$ cat src/rtl/shift_feeder.sv
// -----------------------------------------------------------------------------
// shift_feeder
//   Buffered command stage in front of the barrel shifter. Shift commands
//   {data, sr, shift, direction} are pushed through a valid/ready interface
//   into a DEPTH-entry circular FIFO. The oldest command is moved into a
//   registered output stage that drives the shifter directly, so the
//   shifter's operands only change on a clock edge.
//
//   Optional feature macro: SHIFT_FEEDER_OVERFLOW_EN
//     defined   -> overflow_cnt counts cycles with a push offered while full
//                  (saturates at 255, cleared only by reset)
//     undefined -> overflow_cnt is tied to 0
//
// Ports
//   shift_feeder_port_clk            rising-edge clock
//   shift_feeder_port_reset_n        synchronous active-low reset
//   shift_feeder_port_in_valid       push request
//   shift_feeder_port_in_ready       space available (count < DEPTH)
//   shift_feeder_port_in_data        operand, SIZE bits
//   shift_feeder_port_in_sr          0 = shift, 1 = rotate
//   shift_feeder_port_in_shift       shift amount, $clog2(SIZE) bits
//   shift_feeder_port_in_direction   direction bit
//   shift_feeder_port_out_valid      output register holds a command
//   shift_feeder_port_out_ready      consumer takes the command this cycle
//   shift_feeder_port_out_data       to barrel shifter input
//   shift_feeder_port_out_sr         to barrel shifter sr
//   shift_feeder_port_out_shift      to barrel shifter shift
//   shift_feeder_port_out_direction  to barrel shifter direction
//   shift_feeder_port_count          FIFO occupancy 0..DEPTH (output reg excluded)
//   shift_feeder_port_overflow_cnt   rejected-push counter
// -----------------------------------------------------------------------------
module shift_feeder #(
  parameter int SIZE  = 4,
  parameter int DEPTH = 4
) (
  input  logic                       shift_feeder_port_clk,
  input  logic                       shift_feeder_port_reset_n,
  input  logic                       shift_feeder_port_in_valid,
  output logic                       shift_feeder_port_in_ready,
  input  logic [SIZE-1:0]            shift_feeder_port_in_data,
  input  logic                       shift_feeder_port_in_sr,
  input  logic [$clog2(SIZE)-1:0]    shift_feeder_port_in_shift,
  input  logic                       shift_feeder_port_in_direction,
  output logic                       shift_feeder_port_out_valid,
  input  logic                       shift_feeder_port_out_ready,
  output logic [SIZE-1:0]            shift_feeder_port_out_data,
  output logic                       shift_feeder_port_out_sr,
  output logic [$clog2(SIZE)-1:0]    shift_feeder_port_out_shift,
  output logic                       shift_feeder_port_out_direction,
  output logic [$clog2(DEPTH):0]     shift_feeder_port_count,
  output logic [7:0]                 shift_feeder_port_overflow_cnt
);

  localparam int SHW    = $clog2(SIZE);
  localparam int PTR_W  = $clog2(DEPTH);
  localparam int CNT_W  = PTR_W + 1;
  localparam int WORD_W = SIZE + SHW + 2;
  localparam logic [CNT_W-1:0] DEPTH_C = CNT_W'(DEPTH);

  typedef enum logic {
    ST_EMPTY = 1'b0,
    ST_HOLD  = 1'b1
  } state_t;

  state_t              state_q, state_d;
  logic [PTR_W-1:0]    wr_ptr_q, wr_ptr_d;
  logic [PTR_W-1:0]    rd_ptr_q, rd_ptr_d;
  logic [CNT_W-1:0]    count_q, count_d;
  logic [WORD_W-1:0]   out_word_q, out_word_d;

  // Command storage; contents need no reset because pointers and count do.
  logic [WORD_W-1:0]   mem [DEPTH];

  logic                push;
  logic                load;
  logic [WORD_W-1:0]   in_word;
  logic [WORD_W-1:0]   head_word;

  assign in_word   = {shift_feeder_port_in_data, shift_feeder_port_in_sr,
                      shift_feeder_port_in_shift, shift_feeder_port_in_direction};
  assign head_word = mem[rd_ptr_q];

  // Readiness is based on current occupancy only; a same-cycle pop does not
  // free a slot for a push.
  assign shift_feeder_port_in_ready = (count_q < DEPTH_C);
  assign push = shift_feeder_port_in_valid & shift_feeder_port_in_ready;
  assign load = ((state_q == ST_EMPTY) | shift_feeder_port_out_ready) & (count_q != '0);

  always_comb begin
    state_d    = state_q;
    wr_ptr_d   = wr_ptr_q;
    rd_ptr_d   = rd_ptr_q;
    count_d    = count_q;
    out_word_d = out_word_q;

    case (state_q)
      ST_EMPTY: if (load) state_d = ST_HOLD;
      ST_HOLD:  if (!load && shift_feeder_port_out_ready) state_d = ST_EMPTY;
      default:  state_d = ST_EMPTY;
    endcase

    // DEPTH is a power of two, so the pointer increment wraps naturally.
    if (load) begin
      out_word_d = head_word;
      rd_ptr_d   = rd_ptr_q + PTR_W'(1);
    end
    if (push) begin
      wr_ptr_d = wr_ptr_q + PTR_W'(1);
    end

    case ({push, load})
      2'b10:   count_d = count_q + CNT_W'(1);
      2'b01:   count_d = count_q - CNT_W'(1);
      default: count_d = count_q;
    endcase
  end

  always_ff @(posedge shift_feeder_port_clk) begin
    if (!shift_feeder_port_reset_n) begin
      state_q    <= ST_EMPTY;
      wr_ptr_q   <= '0;
      rd_ptr_q   <= '0;
      count_q    <= '0;
      out_word_q <= '0;
    end else begin
      state_q    <= state_d;
      wr_ptr_q   <= wr_ptr_d;
      rd_ptr_q   <= rd_ptr_d;
      count_q    <= count_d;
      out_word_q <= out_word_d;
    end
  end

  always_ff @(posedge shift_feeder_port_clk) begin
    if (push) mem[wr_ptr_q] <= in_word;
  end

  assign shift_feeder_port_out_valid     = (state_q == ST_HOLD);
  assign shift_feeder_port_out_data      = out_word_q[WORD_W-1 -: SIZE];
  assign shift_feeder_port_out_sr        = out_word_q[SHW+1];
  assign shift_feeder_port_out_shift     = out_word_q[SHW:1];
  assign shift_feeder_port_out_direction = out_word_q[0];
  assign shift_feeder_port_count         = count_q;

`ifdef SHIFT_FEEDER_OVERFLOW_EN
  logic [7:0] ovf_q, ovf_d;

  always_comb begin
    ovf_d = ovf_q;
    if (shift_feeder_port_in_valid && !shift_feeder_port_in_ready && (ovf_q != 8'hFF))
      ovf_d = ovf_q + 8'd1;
  end

  always_ff @(posedge shift_feeder_port_clk) begin
    if (!shift_feeder_port_reset_n) ovf_q <= '0;
    else                            ovf_q <= ovf_d;
  end

  assign shift_feeder_port_overflow_cnt = ovf_q;
`else
  assign shift_feeder_port_overflow_cnt = '0;
`endif

endmodule
$ cat config.mk
export PLATFORM = sky130hd
export DESIGN_NAME = shift_feeder
export DESIGN_NICKNAME = d
export VERILOG_FILES = /design/src/rtl/shift_feeder.sv
export SDC_FILE = /design/constraint.sdc
export NUM_CORES = 1
export LEC_CHECK = 0
export ABC_AREA = 1
export CAP_MARGIN = 5
export CELL_PAD_IN_SITES_DETAIL_PLACEMENT = 1
export CELL_PAD_IN_SITES_GLOBAL_PLACEMENT = 1
export CORE_ASPECT_RATIO = 0.8
export CORE_MARGIN = 3
export CORE_UTILIZATION = 38
export CTS_BUF_LIST = sky130_fd_sc_hd__clkbuf_4
export DETAILED_ROUTE_END_ITERATION = 16
export PLACE_DENSITY = 0.88
export SLEW_MARGIN = 15
export SYNTH_ARGS = -nofsm -noshare
export SYNTH_HDL_FRONTEND = slang
export SYNTH_SLANG_ARGS = --single-unit
$ cat constraint.sdc
create_clock -name shift_feeder_port_clk -period 1.5 [get_ports shift_feeder_port_clk]
set_input_delay 0.15 -clock shift_feeder_port_clk [delete_from_list [all_inputs] [get_ports shift_feeder_port_clk]]
set_output_delay 0.15 -clock shift_feeder_port_clk [all_outputs]
set_load 0.01 [all_outputs]
==> reports/results.ini, run 1 <==
[setup_path]
worst_setup_path_start_kind=flop
arrival_ns=1.90
path_max_fanout=4
r2r_end=shift_feeder_port_count[2]
criticalPathCategory=flop to flop
slowest_stage=dfxtp_4
cp.required_ns=1.80
ff2ff_setup_slack_ns=-0.1
cp_slowest_stage_delay_ns=0.39
cp-end-kind=flop
worstReg2RegStart=shift_feeder_port_count[2]
path_cells=inv_6 -> nand2_4 -> nand2_4 -> inv_4 -> ha_4 -> inv_2 -> fa_2 -> nand2_1 -> nand3_2 -> nand2_1 -> nand2_1 -> nor2_1
reg2reg_depth=12
path_common_cell=nand2_1

[timing]
hold_viol_final=0
rsz0062_at_grt=yes
clock_skew_ns=0.005136
slew_violations=0
post-route-min-period_ns=1.595
finalWorstSetupSlack_ns=-0.09503
hold_ws_ns=0.4122
setup_viol=2
final.period_utilization_pct=106.3
max_freq_ghz=0.6269

[yosys]
synth-seq-cells=48
syn_inst=249
avgSynthCellArea_um2=9.025
yosysWarnings=0
synth.cell_area_um2=2247
seq_area_frac_synth_pct=57.02
ys_types=23

[global_route]
met2_usage_pct=28.40
grt_util_met1_pct=18.34
grtUsageMet3_pct=3.297
antenna_found_initial=0
grt.busiest_layer=met2
grt_pass1_wl_um=8259
overflow=0
first_global_vias=1779
grt_usage_pct=15.38
grt_max_degree=19

[worst_hold_path]
hp-class=primary input to flop
holdPathStages=1
hold_path_startpoint=shift_feeder_port_in_data[2]
min_to=mem[1][6]

[clocking]
clockRootBuffer=clkbuf_4
clkSinkCount=48
clk_pin_slew_ns=0.13
insertion_delay_ns=0.36
hold_buffers=0
clockBufferDepth=2
ctsHtreeMaxLevel=2
cts_buffers=5
cts_tree=yes

[detailed_routing]
dr.pass1.iters=4
vias=1683
drtIter0Drc=92
drtAntennaViolNets=0
wl_per_cell_um=13.42
viasPerCell=4.500
drt_wl_total_um=5020
drc=0

[die]
fp-row-count=24
ios=33
fp.coreArea_um2=5585
fp.dieW_um=91.98
die-area_um2=6878
die_h_um=74.78
start_util_pct=40.23

[placed_design]
port_buffers=24
dp_slack_ns=-0.3972
dp_hpwl_um=3597
place_congestion=0.7716
dpl_cell_area_um2=2680

[flow_run]
maxCapViolations=0

[cells_and_area]
nNetsFinal=313
final_util_pct=49.46
layout_common_cells=nand2_1, inv_1, edfxtp_1
area_growth_pct=22.94
final_cell_area_um2=2763
drive_above_1_share_pct=18.58
final_common_cell=nand2_1
n_antenna_cell=0

[pwr]
p_leak_nw=1.285
power-per-cell-area_nw_per_um2=1774
vdd_drop_max_v=0.0006016

[run_status]
status=finished with violations
violations=setup timing

-- sequential cells by signal, indices dropped and copies added, names as in the netlist --
| register | flops |
|---|---|
| shift_feeder_port_out_valid | 1 |
| rd_ptr_q | 2 |
| shift_feeder_port_count | 3 |
| out_word_q | 8 |
| mem | 32 |
| wr_ptr_q | 2 |
-- power by group --
| part | total, mW | switching, mW | leakage (nW) | internal, mW |
|---|---|---|---|---|
| clock network | 0.594 | 0.401 | 0.0307 | 0.193 |
| registers | 1.87 | 0.157 | 0.428 | 1.71 |
| logic | 2.44 | 1.38 | 0.826 | 1.06 |
| total | 4.90 | 1.94 | 1.28 | 2.96 |
-- cells by family (layout without fill, tap and decap cells) --
family / count (synthesis) / after routing / synth area share, %
adder cells (fa/ha/maj): 6 / 6 / 3.675
AND/OR/NAND/NOR: 113 / 113 / 21.72
other: 1 / 8 / 0.1669
flip-flops: 48 / 48 / 57.02
AO/OA/AOI/OAI: 10 / 10 / 2.339
buffers and inverters: 71 / 111 / 15.09
-- how the worst max path moves through the flow --
stage	start	to	slack, ns
global route	shift_feeder_port_count[2]	shift_feeder_port_count[2]	-0.17
detailed placement	shift_feeder_port_out_ready	shift_feeder_port_count[2]	-0.40
CTS	shift_feeder_port_count[1]	shift_feeder_port_count[2]	-0.04
finish	shift_feeder_port_count[2]	shift_feeder_port_count[2]	-0.1
floorplan	shift_feeder_port_count[0]	shift_feeder_port_count[2]	-0.03
global placement	shift_feeder_port_out_ready	shift_feeder_port_count[2]	-0.28
-- per-layer routing --
metal | wire length [um] | part of all wire, % | up-vias
met3 | 187 | 3.7 | 5
met2 | 2558 | 51 | 37
met1 | 2234 | 45 | 816
met4 | 39 | 0.78 | 0
met5 | 0 | 0 | -
li1 | - | - | 825
-- area by class of cell --
type / count / area, um2
clock buffers: 6 / 45.04
clock inverters: 2 / 7.507
fillers: 672 / 2823
inverters: 57 / 226.5
multi-input cells: 137 / 691.9
flip-flops and latches: 48 / 1292
well taps: 78 / 97.59
repair buffers: 46 / 401.6
-- repair_timing --
| action | 4_1_cts | 5_1_grt |
|---|---|---|
| setup buffers | 1 | 2 |
| pin swaps | 1 | 3 |
| setup endpoints to repair | 5 | 2 |
| gates resized for setup | 5 | 1 |
-- per-stage QoR --
| step | power [mW] | TNS [ns] | std cells |
|---|---|---|---|
| final | 4.902 | -0.1435 | 374 |
| after global routing | 5.302 | -0.2704 | 374 |
| after CTS | 4.838 | -0.03830 | 372 |
| after detailed placement | 4.203 | -0.9576 | 363 |
| after global placement | 4.073 | -0.6903 | 363 |
| after floorplan | 3.386 | -0.03054 | 256 |
-- synthesized netlist by cell type --
library cell,instances,area [um2]
ha_1,5,62.56
o21ai_0,4,20.02
nand2_1,58,217.7
a21oi_1,4,20.02
dfxtp_1,16,320.3
inv_6,1,8.760
buf_2,2,10.01
inv_1,54,202.7
nand2_2,10,62.56
o21ai_1,1,5.000
buf_12,1,20.02
nor2_2,1,6.260
conb_1,1,3.750
a21boi_1,1,7.510
nand3_1,18,90.09
nor2_1,24,90.09
buf_4,9,67.56
fa_1,1,20.02
buf_6,2,22.52
edfxtp_1,32,960.9
inv_2,2,7.510
nand2_4,1,11.26
nand3_2,1,10.01
-- worst max-delay path, delay by kind of cell, from the launching register on --
kind	cells	cell delay, ns
and+or+nand+nor	7	0.53
adders and majority gates	2	0.47
DFF	1	0.39
buffers and inverters	3	0.14
Note: power is estimated with default switching activity, not from simulation.
==> run 2, diff against run 1 <==
==> constraint.sdc (replaced) <==
create_clock -name shift_feeder_port_clk -period 1.4 [get_ports shift_feeder_port_clk]
set_input_delay 0.14 -clock shift_feeder_port_clk [delete_from_list [all_inputs] [get_ports shift_feeder_port_clk]]
set_output_delay 0.14 -clock shift_feeder_port_clk [all_outputs]
set_load 0.01 [all_outputs]
==> run 2 against run 1 <==
The flow still finishes with violations (setup timing). Count of clock-buffer cells in the layout increased by 1. Maximum frequency decreased by 2.5%. Via count decreased by 0.53%. Wire length increased by 1.4%. Critical endpoint unchanged.
==> reports/results.ini, run 2 (synthesis results as in run 1) <==
[global_route]
grt_usage_pct=15.39
antenna_found_initial=0
first_global_vias=1722
overflow=0
grt_pass1_wl_um=8059
grt_max_degree=19

[detailed_routing]
drc=0
wl_per_cell_um=13.58
viasPerCell=4.464
drt_wl_total_um=5091
drtIter0Drc=84
dr.pass1.iters=4
drtAntennaViolNets=0
vias=1674

[cells_and_area]
drive_above_1_share_pct=21.89
layout_common_cells=nand2_1, inv_1, edfxtp_1
top_register=mem
n_antenna_cell=0
fillCellCount=668
area_growth_pct=24.22
nNetsFinal=314
largest_reg_flops=32
final_common_cell=nand2_1

[timing]
clock_skew_ns=0.01356
final.period_utilization_pct=116.9
slew_violations=0
finalWorstSetupSlack_ns=-0.2364
setup_tns_ns=-0.3866
rsz0062_at_grt=yes
max_freq_ghz=0.6111
hold_viol_final=0
post-route-min-period_ns=1.636
setup_viol=2

[pwr]
p_sw_mw=2.114
share_comb_of_total_power_pct=49.6
intPower_mw=3.213
vdd_drop_max_v=0.0006797
power-per-cell-area_nw_per_um2=1908
sequentialPowerShare_pct=37.9
p_leak_nw=1.372
switching_share_pct=39.69
p_clk_share_pct=12.5

[placed_design]
dp_slack_ns=-0.4948
dp_hpwl_um=3802
place_congestion=0.7653
port_buffers=24

[setup_path]
arrival_ns=1.91
cp_slowest_stage_delay_ns=0.39
slowest_stage=dfxtp_4
worst_setup_path_start_kind=flop
path_max_fanout=2
cp.required_ns=1.68
path_cells=nor2_4 -> nand2_4 -> nand2_4 -> inv_4 -> ha_4 -> inv_4 -> fa_2 -> inv_2 -> nand2_2 -> nand3_2 -> nand2_1 -> nand2_1 -> nor2_1
cp-end-kind=flop
criticalPathCategory=flop to flop

[die]
start_util_pct=40.23
fp.coreArea_um2=5585
die_h_um=74.78
ios=33
die-area_um2=6878
fp-row-count=24
fp.dieW_um=91.98

[clocking]
clkSinkCount=48
clk_pin_slew_ns=0.14
clockBufferDepth=2
cts_tree=yes
cts_buffers=5
insertion_delay_ns=0.36
clockRootBuffer=clkbuf_4
ctsHtreeMaxLevel=2

[flow_run]
maxCapViolations=0

[run_status]
violations=setup timing
status=finished with violations

[worst_hold_path]
hp-class=primary input to flop

## run 2: cell types whose count changed in the layout (fill, tap and decap cells not counted), sizes merged
cell	change
dlymetal6s2s	+4
clkbuf	+1
clkinv	-1
clkdlybuf4s50	-10
dlygate4sd2	+6
buf	+1
## run 2: final timing paths
kind	from	slack, ns	depth (start not counted)	endpoint
worst max-delay path	shift_feeder_port_count[1]	-0.24	13	shift_feeder_port_count[2]
worst max register to register	shift_feeder_port_count[1]	-0.24	13	shift_feeder_port_count[2]
worst min-delay path	shift_feeder_port_in_shift[0]	0.41	1	mem[2][1]
worst min register to register	out_word_q[2]	0.53	4	out_word_q[2]
## run 2: power groups by stage
stage	Combinational, mW	Sequential (mW)	Clock, mW
after detailed placement	2.57	2.05	0
after global routing	2.96	2.06	0.752
final	2.64	2.02	0.666
after global placement	2.41	2.03	0
after floorplan	1.55	2.08	0
after CTS	2.61	2.01	0.682
## run 2: final cells by class
type	count	area [um2]	area share [%]
Inverter	57	229.0	8.203
Timing Repair Buffer	47	411.6	14.75
Sequential cell	48	1296	46.44
Multi-Input combinational cell	137	699.4	25.06
Tap cell	78	97.59	3.496
Clock buffer	7	52.55	1.883
Clock inverter	1	5.005	0.1793
## run 2: worst max-delay path, delay by kind of cell, from the launching register on
kind | cells | cell delay, ns
DFF | 1 | 0.39
buffers and inverters | 3 | 0.18
and+or+nand+nor | 8 | 0.43
adders and majority gates | 2 | 0.52
## run 2: layer usage
metal | track usage, % | vias to the layer above | wire length, um
li1 | - | 830 | -
met1 | 17.92 | 793 | 2289
met2 | 28.32 | 41 | 2507
met3 | 3.297 | 10 | 193
met4 | 6.096 | 0 | 100
met5 | 0 | - | 0
## run 2: what timing repair did
item | in CTS | in global routing
pin swaps | 6 | 7
setup buffers | 1 | 1
resized for setup | 13 | 11
hold buffers | 0 | 0
endpoints found under the setup margin | 11 | 10
## run 2: through the flow
step	instances	utilization, %	hold slack [ns]	power (mW)	cell area, um2
4_1_cts	374	49.46	0.4040	5.304	2763
3_3_place_gp	365	48.25	0.4809	4.437	2695
3_5_place_dp	365	48.25	0.5139	4.623	2695
2_1_floorplan	256	-	0.2389	3.628	2320
5_1_grt	375	49.98	0.3994	5.772	2791
6_report	375	49.98	0.4114	5.327	2791
